==> config.mk <==
export PLATFORM = sky130hd
export DESIGN_NAME = regfile_port_ctrl_flat
export DESIGN_NICKNAME = d
export VERILOG_FILES = /design/src/rtl/regfile_port_ctrl_if.sv /design/src/rtl/regfile_port_ctrl.sv /design/src/flat_wrapper.sv
export SDC_FILE = /design/constraint.sdc
export NUM_CORES = 1
export LEC_CHECK = 0
export CORE_UTILIZATION = 30
export DETAILED_ROUTE_END_ITERATION = 7
export PLACE_DENSITY_LB_ADDON = 0.25
export SETUP_SLACK_MARGIN = 0.15
export SLEW_MARGIN = 15
export SYNTH_ARGS = -nofsm -noshare
export SYNTH_HDL_FRONTEND = slang
export SYNTH_HIERARCHICAL = 1
export SYNTH_SLANG_ARGS = --single-unit
export TNS_END_PERCENT = 10
==> constraint.sdc <==
create_clock -name clk -period 3.6 [get_ports clk]
set_input_delay 0.54 -clock clk [delete_from_list [all_inputs] [get_ports clk]]
set_output_delay 0.54 -clock clk [all_outputs]
set_load 0.03 [all_outputs]
==> src/rtl/regfile_port_ctrl_if.sv <==
// regfile_port_ctrl_if
//   Bundles every non-clock signal of regfile_port_ctrl: the operand-fetch
//   request, the operand response, the writeback port and the register-bank
//   slice selects/data.
//   master : controller view (drives readies, selects, operands, write strobe)
//   slave  : pipeline + register bank view
//
//   req_valid/req_ready/req_rs/req_rt        operand-fetch request
//   rf_rs/rf_rt, rf_a_data/rf_b_data         bank read selects and read data
//   opnd_valid/opnd_ready/opnd_a/opnd_b      operand response
//   wb_valid/wb_ready/wb_rd/wb_data          writeback request
//   rf_rd/rf_wdata/rf_we                     bank write select, data, strobe
interface regfile_port_ctrl_if #(
  parameter int DW = 32,
  parameter int AW = 5
);
  logic          req_valid;
  logic          req_ready;
  logic [AW-1:0] req_rs;
  logic [AW-1:0] req_rt;

  logic [AW-1:0] rf_rs;
  logic [AW-1:0] rf_rt;
  logic [DW-1:0] rf_a_data;
  logic [DW-1:0] rf_b_data;

  logic          opnd_valid;
  logic          opnd_ready;
  logic [DW-1:0] opnd_a;
  logic [DW-1:0] opnd_b;

  logic          wb_valid;
  logic          wb_ready;
  logic [AW-1:0] wb_rd;
  logic [DW-1:0] wb_data;

  logic [AW-1:0] rf_rd;
  logic [DW-1:0] rf_wdata;
  logic          rf_we;

  modport master (
    input  req_valid, req_rs, req_rt,
    input  rf_a_data, rf_b_data,
    input  opnd_ready,
    input  wb_valid, wb_rd, wb_data,
    output req_ready,
    output rf_rs, rf_rt,
    output opnd_valid, opnd_a, opnd_b,
    output wb_ready,
    output rf_rd, rf_wdata, rf_we
  );

  modport slave (
    output req_valid, req_rs, req_rt,
    output rf_a_data, rf_b_data,
    output opnd_ready,
    output wb_valid, wb_rd, wb_data,
    input  req_ready,
    input  rf_rs, rf_rt,
    input  opnd_valid, opnd_a, opnd_b,
    input  wb_ready,
    input  rf_rd, rf_wdata, rf_we
  );
endinterface

==> src/rtl/regfile_port_ctrl.sv <==
// regfile_port_ctrl
//   Initiator side of the per-register slice interface. Accepts an operand
//   fetch (rs, rt), drives the bank read selects for RD_LAT cycles, captures
//   both operands and holds them until the consumer takes them. A separate
//   writeback port registers one bank write per accepted writeback and
//   forwards writebacks that land while a read is in flight. R0 reads as
//   zero and is never written.
//
//   Parameters: RD_LAT (1..7) select-to-sample latency, DW data width,
//               AW register address width.
//   Ports:      clk  rising-edge clock
//               rst  synchronous active-high reset
//               bus  regfile_port_ctrl_if.master (request, operand,
//                    writeback and bank signals)

// One read path (A or B): owns its select register, its forward flag and
// forwarded value, and its operand register.
//   start      request accepted this cycle: latch select, clear forward
//   in_read    controller is in a READ cycle (forward window)
//   capture    last READ cycle: load the operand register
module regfile_port_ctrl_lane #(
  parameter int DW = 32,
  parameter int AW = 5
) (
  input  logic          clk,
  input  logic          rst,
  input  logic          start,
  input  logic          in_read,
  input  logic          capture,
  input  logic [AW-1:0] req_sel,
  input  logic          wb_fire,
  input  logic [AW-1:0] wb_rd,
  input  logic [DW-1:0] wb_data,
  input  logic [DW-1:0] bank_data,
  output logic [AW-1:0] rf_sel,
  output logic [DW-1:0] opnd
);
  logic          fwd;
  logic [DW-1:0] fwd_data;
  logic          hit;
  logic [DW-1:0] cap_val;

  // A writeback to R0 never forwards; R0 is hard zero below anyway.
  assign hit = wb_fire && (wb_rd != '0) && (wb_rd == rf_sel);

  // A hit in the capture cycle itself has not reached fwd_data yet, so it
  // takes priority over the stored forward value.
  always_comb begin
    cap_val = bank_data;
    if (rf_sel == '0)   cap_val = '0;
    else if (hit)       cap_val = wb_data;
    else if (fwd)       cap_val = fwd_data;
  end

  always_ff @(posedge clk) begin
    if (rst) begin
      rf_sel   <= '0;
      fwd      <= 1'b0;
      fwd_data <= '0;
      opnd     <= '0;
    end else begin
      if (start) begin
        rf_sel <= req_sel;
        fwd    <= 1'b0;
      end else if (in_read && hit) begin
        fwd      <= 1'b1;
        fwd_data <= wb_data;
      end
      if (capture) opnd <= cap_val;
    end
  end
endmodule

module regfile_port_ctrl #(
  parameter int RD_LAT = 1,
  parameter int DW     = 32,
  parameter int AW     = 5
) (
  input logic                 clk,
  input logic                 rst,
  regfile_port_ctrl_if.master bus
);
  localparam int NUM_LANES = 2;   // lane 0 = A (rs), lane 1 = B (rt)
  localparam int CW        = 3;   // counter covers RD_LAT up to 7
  localparam logic [CW-1:0] LAT = CW'(RD_LAT);
  localparam logic [CW-1:0] ONE = CW'(1);

  localparam logic [1:0] IDLE = 2'd0;
  localparam logic [1:0] READ = 2'd1;
  localparam logic [1:0] HOLD = 2'd2;

  logic [1:0]    state;
  logic [CW-1:0] cnt;
  logic          req_ready_q;
  logic          opnd_valid_q;
  logic          wb_ready_q;
  logic          rf_we_q;
  logic [AW-1:0] rf_rd_q;
  logic [DW-1:0] rf_wdata_q;

  logic req_fire;
  logic wb_fire;
  logic in_read;
  logic capture;

  logic [NUM_LANES-1:0][AW-1:0] req_sel;
  logic [NUM_LANES-1:0][AW-1:0] rf_sel;
  logic [NUM_LANES-1:0][DW-1:0] bank_data;
  logic [NUM_LANES-1:0][DW-1:0] opnd;

  assign req_fire = bus.req_valid & req_ready_q;
  assign wb_fire  = bus.wb_valid & wb_ready_q;
  assign in_read  = (state == READ);
  assign capture  = in_read && (cnt == ONE);

  assign req_sel   = {bus.req_rt, bus.req_rs};
  assign bank_data = {bus.rf_b_data, bus.rf_a_data};

  for (genvar l = 0; l < NUM_LANES; l++) begin : g_lane
    regfile_port_ctrl_lane #(
      .DW (DW),
      .AW (AW)
    ) u_lane (
      .clk       (clk),
      .rst       (rst),
      .start     (req_fire),
      .in_read   (in_read),
      .capture   (capture),
      .req_sel   (req_sel[l]),
      .wb_fire   (wb_fire),
      .wb_rd     (bus.wb_rd),
      .wb_data   (bus.wb_data),
      .bank_data (bank_data[l]),
      .rf_sel    (rf_sel[l]),
      .opnd      (opnd[l])
    );
  end

  // Control FSM. req_ready is registered so that it is low during the reset
  // cycle and the cycle right after it, and rises once IDLE is settled.
  always_ff @(posedge clk) begin
    if (rst) begin
      state        <= IDLE;
      cnt          <= '0;
      req_ready_q  <= 1'b0;
      opnd_valid_q <= 1'b0;
    end else begin
      case (state)
        IDLE: begin
          if (req_fire) begin
            state       <= READ;
            cnt         <= LAT;
            req_ready_q <= 1'b0;
          end else begin
            req_ready_q <= 1'b1;
          end
        end
        READ: begin
          cnt <= cnt - ONE;
          if (cnt == ONE) begin
            state        <= HOLD;
            opnd_valid_q <= 1'b1;
          end
        end
        HOLD: begin
          // req_ready is still low here, so no request can fire alongside
          // the operand handshake.
          if (bus.opnd_ready) begin
            state        <= IDLE;
            opnd_valid_q <= 1'b0;
            req_ready_q  <= 1'b1;
          end
        end
        default: begin
          state        <= IDLE;
          cnt          <= '0;
          req_ready_q  <= 1'b0;
          opnd_valid_q <= 1'b0;
        end
      endcase
    end
  end

  // Writeback register: one strobe cycle per accepted writeback; select and
  // data stay put afterwards. R0 writes are registered but never strobed.
  always_ff @(posedge clk) begin
    if (rst) begin
      wb_ready_q <= 1'b0;
      rf_we_q    <= 1'b0;
      rf_rd_q    <= '0;
      rf_wdata_q <= '0;
    end else begin
      wb_ready_q <= 1'b1;
      rf_we_q    <= wb_fire && (bus.wb_rd != '0);
      if (wb_fire) begin
        rf_rd_q    <= bus.wb_rd;
        rf_wdata_q <= bus.wb_data;
      end
    end
  end

  assign bus.req_ready  = req_ready_q;
  assign bus.opnd_valid = opnd_valid_q;
  assign bus.wb_ready   = wb_ready_q;
  assign bus.rf_rs      = rf_sel[0];
  assign bus.rf_rt      = rf_sel[1];
  assign bus.opnd_a     = opnd[0];
  assign bus.opnd_b     = opnd[1];
  assign bus.rf_rd      = rf_rd_q;
  assign bus.rf_wdata   = rf_wdata_q;
  assign bus.rf_we      = rf_we_q;
endmodule

==> src/flat_wrapper.sv <==
// flat-port wrapper written by rule: the top's interface ports become plain ports
module regfile_port_ctrl_flat 
#(
  parameter int RD_LAT = 1,
  parameter int DW     = 32,
  parameter int AW     = 5
)
  (clk, rst, bus_req_valid, bus_req_rs, bus_req_rt, bus_rf_a_data, bus_rf_b_data, bus_opnd_ready, bus_wb_valid, bus_wb_rd, bus_wb_data, bus_req_ready, bus_rf_rs, bus_rf_rt, bus_opnd_valid, bus_opnd_a, bus_opnd_b, bus_wb_ready, bus_rf_rd, bus_rf_wdata, bus_rf_we);
  regfile_port_ctrl_if #(.DW(DW), .AW(AW)) bus_i ();
  input logic clk;
  input logic rst;
  input wire logic [$bits(bus_i.req_valid)-1:0] bus_req_valid;
  input wire logic [$bits(bus_i.req_rs)-1:0] bus_req_rs;
  input wire logic [$bits(bus_i.req_rt)-1:0] bus_req_rt;
  input wire logic [$bits(bus_i.rf_a_data)-1:0] bus_rf_a_data;
  input wire logic [$bits(bus_i.rf_b_data)-1:0] bus_rf_b_data;
  input wire logic [$bits(bus_i.opnd_ready)-1:0] bus_opnd_ready;
  input wire logic [$bits(bus_i.wb_valid)-1:0] bus_wb_valid;
  input wire logic [$bits(bus_i.wb_rd)-1:0] bus_wb_rd;
  input wire logic [$bits(bus_i.wb_data)-1:0] bus_wb_data;
  output wire logic [$bits(bus_i.req_ready)-1:0] bus_req_ready;
  output wire logic [$bits(bus_i.rf_rs)-1:0] bus_rf_rs;
  output wire logic [$bits(bus_i.rf_rt)-1:0] bus_rf_rt;
  output wire logic [$bits(bus_i.opnd_valid)-1:0] bus_opnd_valid;
  output wire logic [$bits(bus_i.opnd_a)-1:0] bus_opnd_a;
  output wire logic [$bits(bus_i.opnd_b)-1:0] bus_opnd_b;
  output wire logic [$bits(bus_i.wb_ready)-1:0] bus_wb_ready;
  output wire logic [$bits(bus_i.rf_rd)-1:0] bus_rf_rd;
  output wire logic [$bits(bus_i.rf_wdata)-1:0] bus_rf_wdata;
  output wire logic [$bits(bus_i.rf_we)-1:0] bus_rf_we;
  assign bus_i.req_valid = bus_req_valid;
  assign bus_i.req_rs = bus_req_rs;
  assign bus_i.req_rt = bus_req_rt;
  assign bus_i.rf_a_data = bus_rf_a_data;
  assign bus_i.rf_b_data = bus_rf_b_data;
  assign bus_i.opnd_ready = bus_opnd_ready;
  assign bus_i.wb_valid = bus_wb_valid;
  assign bus_i.wb_rd = bus_wb_rd;
  assign bus_i.wb_data = bus_wb_data;
  assign bus_req_ready = bus_i.req_ready;
  assign bus_rf_rs = bus_i.rf_rs;
  assign bus_rf_rt = bus_i.rf_rt;
  assign bus_opnd_valid = bus_i.opnd_valid;
  assign bus_opnd_a = bus_i.opnd_a;
  assign bus_opnd_b = bus_i.opnd_b;
  assign bus_wb_ready = bus_i.wb_ready;
  assign bus_rf_rd = bus_i.rf_rd;
  assign bus_rf_wdata = bus_i.rf_wdata;
  assign bus_rf_we = bus_i.rf_we;
  regfile_port_ctrl #(.RD_LAT(RD_LAT), .DW(DW), .AW(AW)) u_core (.clk(clk), .rst(rst), .bus(bus_i));
endmodule
# Word-level counts from Yosys, hierarchy flattened

Cells that the tools add are included.

Register bits: 186
Bits of input ports: 116

Bitwise logic cells: 6
Muxes and demuxes: 19
$add $sub $neg: 1
Reduce and logical (&&, ||, !) cells: 17
Equality and inequality tests: 8

Operator list:

| operator                                                               | number |
|---|---|
| 32-bit 2-to-1 mux                                                      | 6 |
| 5-bit equality test                                                    | 2 |
| 5-bit zero test                                                        | 2 |
| 3-bit one-hot mux with 3 select lines                                  | 1 |
| 2-bit AND reduction                                                    | 4 |
| 1-bit logical AND                                                      | 6 |
| 2-bit 2-to-1 mux                                                       | 3 |
| 1-bit one-hot mux with 3 select lines                                  | 2 |
| 2-bit one-hot mux with 3 select lines                                  | 1 |
| 3-bit AND reduction                                                    | 2 |
| 1-bit 2-to-1 mux                                                       | 5 |
| 5-bit nonzero test                                                     | 1 |
| 2-bit != test (second input constant)                                  | 2 |
| 1-bit inverter                                                         | 4 |
| 3-bit by 1-bit equality test with 1-bit output (second input constant) | 1 |
| 3-bit 2-to-1 mux                                                       | 1 |
| 3-bit by 1-bit subtractor with 3-bit output (second input constant)    | 1 |
| 1-bit AND                                                              | 2 |
| 2-bit by 1-bit equality test with 1-bit output (second input constant) | 1 |
| 2-bit equality test (second input constant)                            | 1 |
| 2-bit zero test                                                        | 1 |
| 2-bit by 1-bit != test with 1-bit output (second input constant)       | 1 |
| 2-bit OR reduction                                                     | 1 |

# Logic depth before layout (Yosys ltp)

Gate-level depths: netlist (run 1).

Depth in word-level cells: 5
Depth in mapped cells: 8

# By module

Netlist (run 1), hierarchy kept.

By module, submodules not included:

| module                 | cells an instance | area each (sq um) | instances | seq. area each (sq um) |
|---|---|---|---|---|
| regfile_port_ctrl_lane | 399               | 3673.5            | 2         | 1401.3 |
| regfile_port_ctrl      | 212               | 2026.9            | 1         | 920.9 |

# Least setup slack after synthesis (run 1)

No wires, ideal clock.

Path kind: register -> register
Start point: register u_core.wb_ready_q, in the netlist u_core/bus.wb_ready
End point: register u_core.g_lane[0].u_lane.fwd_data[10]
Clock period less this slack: 2.002 ns
Stages on the path, launching flop included: 7
Path buffers: 2
Arrival time: 1.931 ns
Setup slack: 1.598 ns
Setup time: 0.072 ns
Cell sequence: dfxtp_1 buf_2 and2_1 nand3_2 nor4_4 buf_6 mux2i_1

Cells in the longest elaborated chain, start to end: 5

RTL lines:

| what                                 | line                     | source |
|---|---|---|
| from (decl)                          | regfile_port_ctrl.sv:96  | `logic wb_ready_q;` |
| from (signal assigned)               | regfile_port_ctrl.sv:188 | `wb_ready_q <= 1'b0;` |
| from (signal assigned)               | regfile_port_ctrl.sv:193 | `wb_ready_q <= 1'b1;` |
| 1-bit AND                            | regfile_port_ctrl.sv:112 | `assign wb_fire = bus.wb_valid & wb_ready_q;` |
| named net u_core.wb_fire             | regfile_port_ctrl.sv:102 | `logic wb_fire;` |
| 1-bit logical AND (2 in a row)       | regfile_port_ctrl.sv:44  | `assign hit = wb_fire && (wb_rd != '0) && (wb_rd == rf_sel);` |
| 1-bit logical AND                    | regfile_port_ctrl.sv:65  | `end else if (in_read && hit) begin` |
| 2-bit AND reduction (no source line) | --                       |  |
| to (signal assigned)                 | regfile_port_ctrl.sv:67  | `fwd_data <= wb_data;` |
| to (decl)                            | regfile_port_ctrl.sv:39  | `logic [DW-1:0] fwd_data;` |

The timed path passes the listed nets, and every way through them passes these cells.
A chain may end at the register's enable or synchronous reset.

# Worst setup path in the final report (run 1)

Start point: input bus_wb_rd[3]
End point: register u_core.g_lane[0].u_lane.fwd_data[10]

Cells in the longest elaborated chain, start to end: 5
Elaborated cells on any way between the ends: 6
Those cells by class: 1 x eq/ne; 5 x reduce/logical

RTL lines:

| what                                   | line                    | source |
|---|---|---|
| from (decl)                            | flat_wrapper.sv:19      | `input wire logic [$bits(bus_i.wb_rd)-1:0] bus_wb_rd;` |
| 5-bit nonzero test                     | regfile_port_ctrl.sv:44 |  |
| 1-bit logical AND                      | regfile_port_ctrl.sv:44 |  |
| 1-bit logical AND *                    | regfile_port_ctrl.sv:44 |  |
| 1-bit logical AND *                    | regfile_port_ctrl.sv:65 |  |
| 2-bit AND reduction (no source line) * | --                      |  |

Mark *: on every way between the ends. The rest lies on a longest branch, timed or not.

==> impl_metrics.json, run 1 <==
{
  "status": "finished, final reports clean",
  "post_drt_wl_per_cell_um": 21.1,
  "post-synth-top-area-cell": "dfxtp_1",
  "peakVddDrop_mv": 0.262,
  "cp_top_family": "buffers and inverters",
  "grt_pass1_wl_um": 49800,
  "synth_ff_type": "dfxtp_1",
  "gr-usage-met2_pct": 33.4,
  "drv_slew": 0,
  "layout.area.seq_um2": 3730,
  "clk_latency_ns": 0.43,
  "min_path_type": "reg -> reg",
  "htree_levels": 4,
  "place_inst": 1545,
  "maxSlewHeadroom_pct": 22.7,
  "p_leak_nw": 4.06,
  "cts_made_buffers": 17,
  "cap_violations": 0,
  "crit_path_cell_trace": "clkdlybuf4s50_1, nor4_1, o21ba_2, nor4_4, buf_4, mux2i_1",
  "tightest_slew_ns": 1.15,
  "grt_usage_pct": 20.8,
  "cts_hold_buf": 0,
  "ys_ff_latch": 186,
  "place_hpwl_um": 21400,
  "drc_errors": 0,
  "arrival_ns": 3.35,
  "period_share_pct": 83.1,
  "yosysWarningCount": 6,
  "syn-num-nets": 1128,
  "fin_skew_ns": 0.0105,
  "clock-sinks": 186,
  "diodes": 0,
  "cp.required_ns": 3.96,
  "cts_tree": "yes",
  "grt_setup_unrepaired": "no",
  "ant_nets": 0,
  "setup_viol": 0,
  "pin_count": 231,
  "grt_pass1_vias": 8186,
  "layout_commonest_cell": "clkdlybuf4s50_1",
  "rows": 64,
  "critPathSlowestCell": "nor4_4",
  "fmax_ghz": 0.334,
  "start_util_pct": 30.6,
  "cp-end-kind": "register",
  "fin_cells": 1577,
  "final_cell_mix": "clkdlybuf4s50_1, dfxtp_1, nand2b_1",
  "p_per_area_nw_per_um2": 382,
  "wl_um": 33300,
  "synth_top_area_share_pct": 39.7,
  "multiInputGateArea_um2": 5190,
  "top_usage_layer": "met2",
  "via_per_inst": 5.31,
  "place.gp.congestion": 0.786,
  "clk_pin_slew_ns": 0.07,
  "cp_max_fo": 21,
  "die_x_um": 179,
  "drive_gt1_share_pct": 14.7,
  "post_cts_resized": 0,
  "grt_use_met3_pct": 5.64,
  "fillerInstances": 3066,
  "hold_ws_ns": 0.455,
  "drt_iter0_markers": 639,
  "antenna_found_initial": 0,
  "synthCells": 1010,
  "seqPwrFrac_pct": 44.9,
  "syn_area_um2": 9370,
  "ys_seq_area_share_pct": 39.7,
  "nNetsFinal": 1286,
  "r2r_setup_slack_ns": 0.88,
  "synthTopCellsByArea": "dfxtp_1, nand2b_1, mux2i_1",
  "core_area_um2": 30700,
  "p_int_mw": 3.36,
  "switching_share_pct": 29.2,
  "cpPeakStageDelay_ns": 0.99,
  "grt_util_met1_pct": 27.1,
  "syn_to_final_growth_pct": 32.8,
  "tns_ns": 0,
  "ys_async_sr_fraction_pct": 0,
  "crit_buf_inv": 2,
  "grt_max_degree": 98,
  "die_h_um": 179,
  "cts-root-to-sink-buffers": 2,
  "portBuffers": 230,
  "cts_root_buffer": "clkbuf_16",
  "period_minus_slack_ns": 2.99,
  "worstSetupPathType": "in -> reg",
  "pwr-share-comb_pct": 15.7,
  "synth_edf_count": 0,
  "grt_remaining_overflow": 0,
  "hold_violations": 0,
  "yosys.cell_types.count": 38,
  "cts_setup_buffers": 0,
  "vias": 8373,
  "clkPwrFrac_pct": 39.4,
  "switching_power_mw": 1.39,
  "die_area_um2": 32000,
  "fin_ws_ns": 0.608,
  "startpoint_type": "input port",
  "synth_area_per_cell_um2": 9.28,
  "drtPass1Iterations": 5,
  "pre_cts_slack_ns": 0.165
}
## worst reg2reg max path, cell delays in order, from the launching register on
cell	delay, ns
dfxtp_1	0.55
nand2b_1	0.18
inv_1	0.17
nand2b_1	0.11
nor4_4	0.87
buf_4	0.51
mux2i_1	0.26
## final cells by class
| type | count | area share (%) |
|---|---|---|
| Multi-Input combinational cell | 711 | 41.7 |
| Sequential cell | 186 | 29.9 |
| Timing Repair Buffer | 247 | 19.7 |
| Tap cell | 396 | 3.98 |
| Clock buffer | 18 | 3.53 |
| Clock inverter | 14 | 1.04 |
| Inverter | 5 | 0.151 |
## path summary, 6_finish.rpt
check	end	depth (start not counted)	start
setup / recovery	u_core/g_lane[0].u_lane/fwd_data[10]$_SDFFE_PP0P_	6	bus_wb_rd[3]
hold / removal	u_core/g_lane[0].u_lane/opnd[24]$_SDFFE_PP0P_	2	u_core/g_lane[0].u_lane/opnd[24]$_SDFFE_PP0P_
setup reg to reg	u_core/g_lane[0].u_lane/fwd_data[10]$_SDFFE_PP0P_	6	u_core/state[0]$_SDFFE_PP0P_
hold reg to reg	u_core/g_lane[0].u_lane/opnd[24]$_SDFFE_PP0P_	2	u_core/g_lane[0].u_lane/opnd[24]$_SDFFE_PP0P_
## power groups by stage
stage / clock (mW) / sequential [mW] / combinational, mW
finish: 1.87 / 2.13 / 0.746
global route: 2.01 / 2.14 / 0.795
CTS: 1.93 / 2.13 / 0.748
detailed placement: 0 / 2.18 / 0.746
global placement: 0 / 2.18 / 0.744
floorplan: 0 / 2.24 / 0.326
## stage by stage
stage	area [µm²]	power, mW	utilization, %
5_1_grt	12400	4.95	40.6
6_report	12400	4.75	40.6
3_3_place_gp	11900	2.92	38.7
2_1_floorplan	9370	2.57	-
4_1_cts	12400	4.81	40.6
3_5_place_dp	11900	2.93	38.7
## state kept, by name, summed over array words and instances, names as in the netlist
signal                         flops
u_core/bus.opnd_valid              1
u_core/cnt                         3
u_core/g_lane.u_lane/fwd           2
u_core/g_lane.u_lane/rf_sel       10
u_core/bus.rf_rd                   5
u_core/g_lane.u_lane/fwd_data     64
u_core/bus.rf_we                   1
u_core/state                       2
u_core/bus.req_ready               1
u_core/bus.wb_ready                1
u_core/g_lane.u_lane/opnd         64
u_core/bus.rf_wdata               32
## metal layers
metal / up-vias / wire length [µm]
met5: - / 0
met4: 0 / 520
met3: 29 / 2420
met2: 311 / 15400
met1: 4035 / 15000
li1: 3998 / -
## synth_stat cells, types with 2 or more instances
| cell type | instances |
|---|---|
| o21ai_1 | 2 |
| dfxtp_1 | 186 |
| nor4_1 | 67 |
| nand3_1 | 39 |
| o21bai_1 | 3 |
| o31ai_1 | 64 |
| buf_6 | 9 |
| nor2_1 | 12 |
| nand2b_1 | 134 |
| or3b_1 | 4 |
| a41oi_1 | 2 |
| o21ba_1 | 2 |
| clkbuf_1 | 62 |
| inv_1 | 5 |
| nor2b_1 | 3 |
| and3_1 | 4 |
| a31oi_1 | 65 |
| buf_1 | 2 |
| a21bo_2 | 37 |
| nand3_2 | 2 |
| mux2_2 | 64 |
| and3b_1 | 2 |
| or4_1 | 2 |
| o311a_1 | 2 |
| nor4_4 | 2 |
| nand2_1 | 64 |
| mux2i_1 | 75 |
| xnor2_1 | 9 |
| buf_2 | 35 |
| o32ai_1 | 2 |
| nor3_1 | 2 |
| ha_1 | 2 |
| and2_1 | 2 |
| a21oi_1 | 39 |
## kinds of logic after synthesis
kind of cell,share of synthesized area (%)
AND/OR/NAND/NOR,21.0
AO/OA/AOI/OAI,16.8
flip-flops,39.7
multiplexers,15.7
buffers and inverters,5.71
XOR/XNOR,0.841
adder cells (fa/ha/maj),0.267
Power figures use the tool's default switching activity.
==> run 2: changes to the inputs <==
clock period = 2.8 ns   (was 3.6 ns; I/O delays follow)
==> impl_metrics.json, run 2 (synthesis gave the netlist of run 1 again) <==
{
  "status": "finished, final reports clean",
  "die_x_um": 179,
  "p_per_area_nw_per_um2": 509,
  "min_path_type": "in -> reg",
  "die_h_um": 179,
  "htree_levels": 4,
  "tns_ns": 0,
  "cts_setup_buffers": 0,
  "hold_violations": 0,
  "crit_path_cell_trace": "clkdlybuf4s50_1, nor4_1, o21ba_2, buf_4, nor4_1, o31ai_1",
  "drive_gt1_share_pct": 15.2,
  "vias": 8497,
  "cp_top_family": "buffers and inverters",
  "cpPeakStageDelay_ns": 0.62,
  "cts_made_buffers": 17,
  "syn_to_final_growth_pct": 35.3,
  "arrival_ns": 2.59,
  "grt_pass1_wl_um": 50900,
  "setup_viol": 0,
  "postPlaceCellArea_um2": 12000,
  "p_leak_nw": 4.16,
  "nNetsFinal": 1293,
  "grt_usage_pct": 21.1,
  "drc_errors": 0,
  "diodes": 0,
  "rows": 64,
  "cts_hold_buf": 0,
  "portBuffers": 230,
  "clk_latency_ns": 0.44,
  "crit_top_cell": "nor4_1",
  "post_cts_resized": 0,
  "place_hpwl_um": 21600,
  "place.gp.congestion": 0.795,
  "clock-sinks": 186,
  "final_cell_mix": "clkdlybuf4s50_1, dfxtp_1, nand2b_1",
  "period_minus_slack_ns": 2.25,
  "drt_iter0_markers": 749,
  "core_area_um2": 30700,
  "critPathSlowestCell": "nor4_1",
  "drtPass1Iterations": 5,
  "startpoint_type": "input port",
  "maxSlewHeadroom_pct": 29.0,
  "cp_max_fo": 21,
  "grt_pass1_vias": 8426,
  "worstSetupPathType": "in -> reg",
  "pin_count": 231,
  "fin_cells": 1584,
  "cts_root_buffer": "clkbuf_16",
  "period_share_pct": 80.2,
  "die_area_um2": 32000,
  "via_per_inst": 5.36,
  "post_drt_wl_per_cell_um": 21.3,
  "wl_um": 33800,
  "cts_tree": "yes",
  "fin_ws_ns": 0.554,
  "cts-root-to-sink-buffers": 2,
  "final_cell_area_um2": 12700,
  "grt_remaining_overflow": 0,
  "cp-end-kind": "register",
  "cap_violations": 0,
  "grt_max_degree": 109,
  "layout_commonest_cell": "clkdlybuf4s50_1",
  "antenna_found_initial": 1,
  "clk_pin_slew_ns": 0.08,
  "start_util_pct": 30.6,
  "fillerInstances": 3025,
  "place_inst": 1552,
  "cp.required_ns": 3.15,
  "grt_setup_unrepaired": "no",
  "crit_buf_inv": 2,
  "ant_nets": 0,
  "drv_slew": 0,
  "tightest_slew_ns": 1.06,
  "pre_cts_slack_ns": 0.186,
  "fmax_ghz": 0.445,
  "fin_skew_ns": 0.0146,
  "peakVddDrop_mv": 0.344
}
-- run 2: cell types whose count changed in the layout (fill, tap and decap cells not counted), sizes merged --
cell / change
clkbuf: -1
buf: +7
inv: -1
clkinvlp: +1
clkinv: -3
bufinv: +4
-- run 2: cell type report --
cell class / count / area [µm²] / area share, %
clock buffer: 17 / 425 / 3.35
tap: 396 / 495 / 3.91
inverter: 5 / 18.8 / 0.148
sequential: 186 / 3730 / 29.4
clock inverter: 15 / 230 / 1.81
timing repair buffer: 254 / 2600 / 20.5
multi-input combinational: 711 / 5190 / 40.9
-- run 2: metrics by stage --
stage	hold slack (ns)	utilization (%)	total power, mW
floorplan	0.445	-	3.30
global placement	0.438	39.2	3.78
detailed placement	0.443	39.2	3.78
CTS	0.352	41.4	6.53
global route	0.378	41.4	6.71
finish	0.365	41.4	6.46
-- run 2: worst paths after layout --
check	cells after the start	slack, ns	to	start
min	2	0.37	u_core/g_lane[0].u_lane/rf_sel[2]$_SDFFE_PP0P_	rst
max	6	0.55	u_core/g_lane[0].u_lane/opnd[7]$_SDFFE_PP0P_	bus_wb_rd[2]
min reg2reg	2	0.46	u_core/g_lane[0].u_lane/opnd[13]$_SDFFE_PP0P_	u_core/g_lane[0].u_lane/opnd[13]$_SDFFE_PP0P_
max reg2reg	6	0.68	u_core/g_lane[0].u_lane/opnd[3]$_SDFFE_PP0P_	u_core/state[0]$_SDFFE_PP0P_
-- run 2: routing by layer --
layer	vias to the layer above	track usage, %	wire [µm]
met2	327	35.1	16000
met4	2	5.19	321
li1	3997	-	-
met3	22	4.35	2250
met5	-	0	11
met1	4149	27.8	15200
-- run 2: report_power, final --
group / leakage [nW] / switching [mW] / internal, mW
Combinational: 2.34 / 0.542 / 0.434
Sequential: 1.51 / 0.0465 / 2.70
Clock: 0.311 / 1.20 / 1.54
Total: 4.16 / 1.79 / 4.67
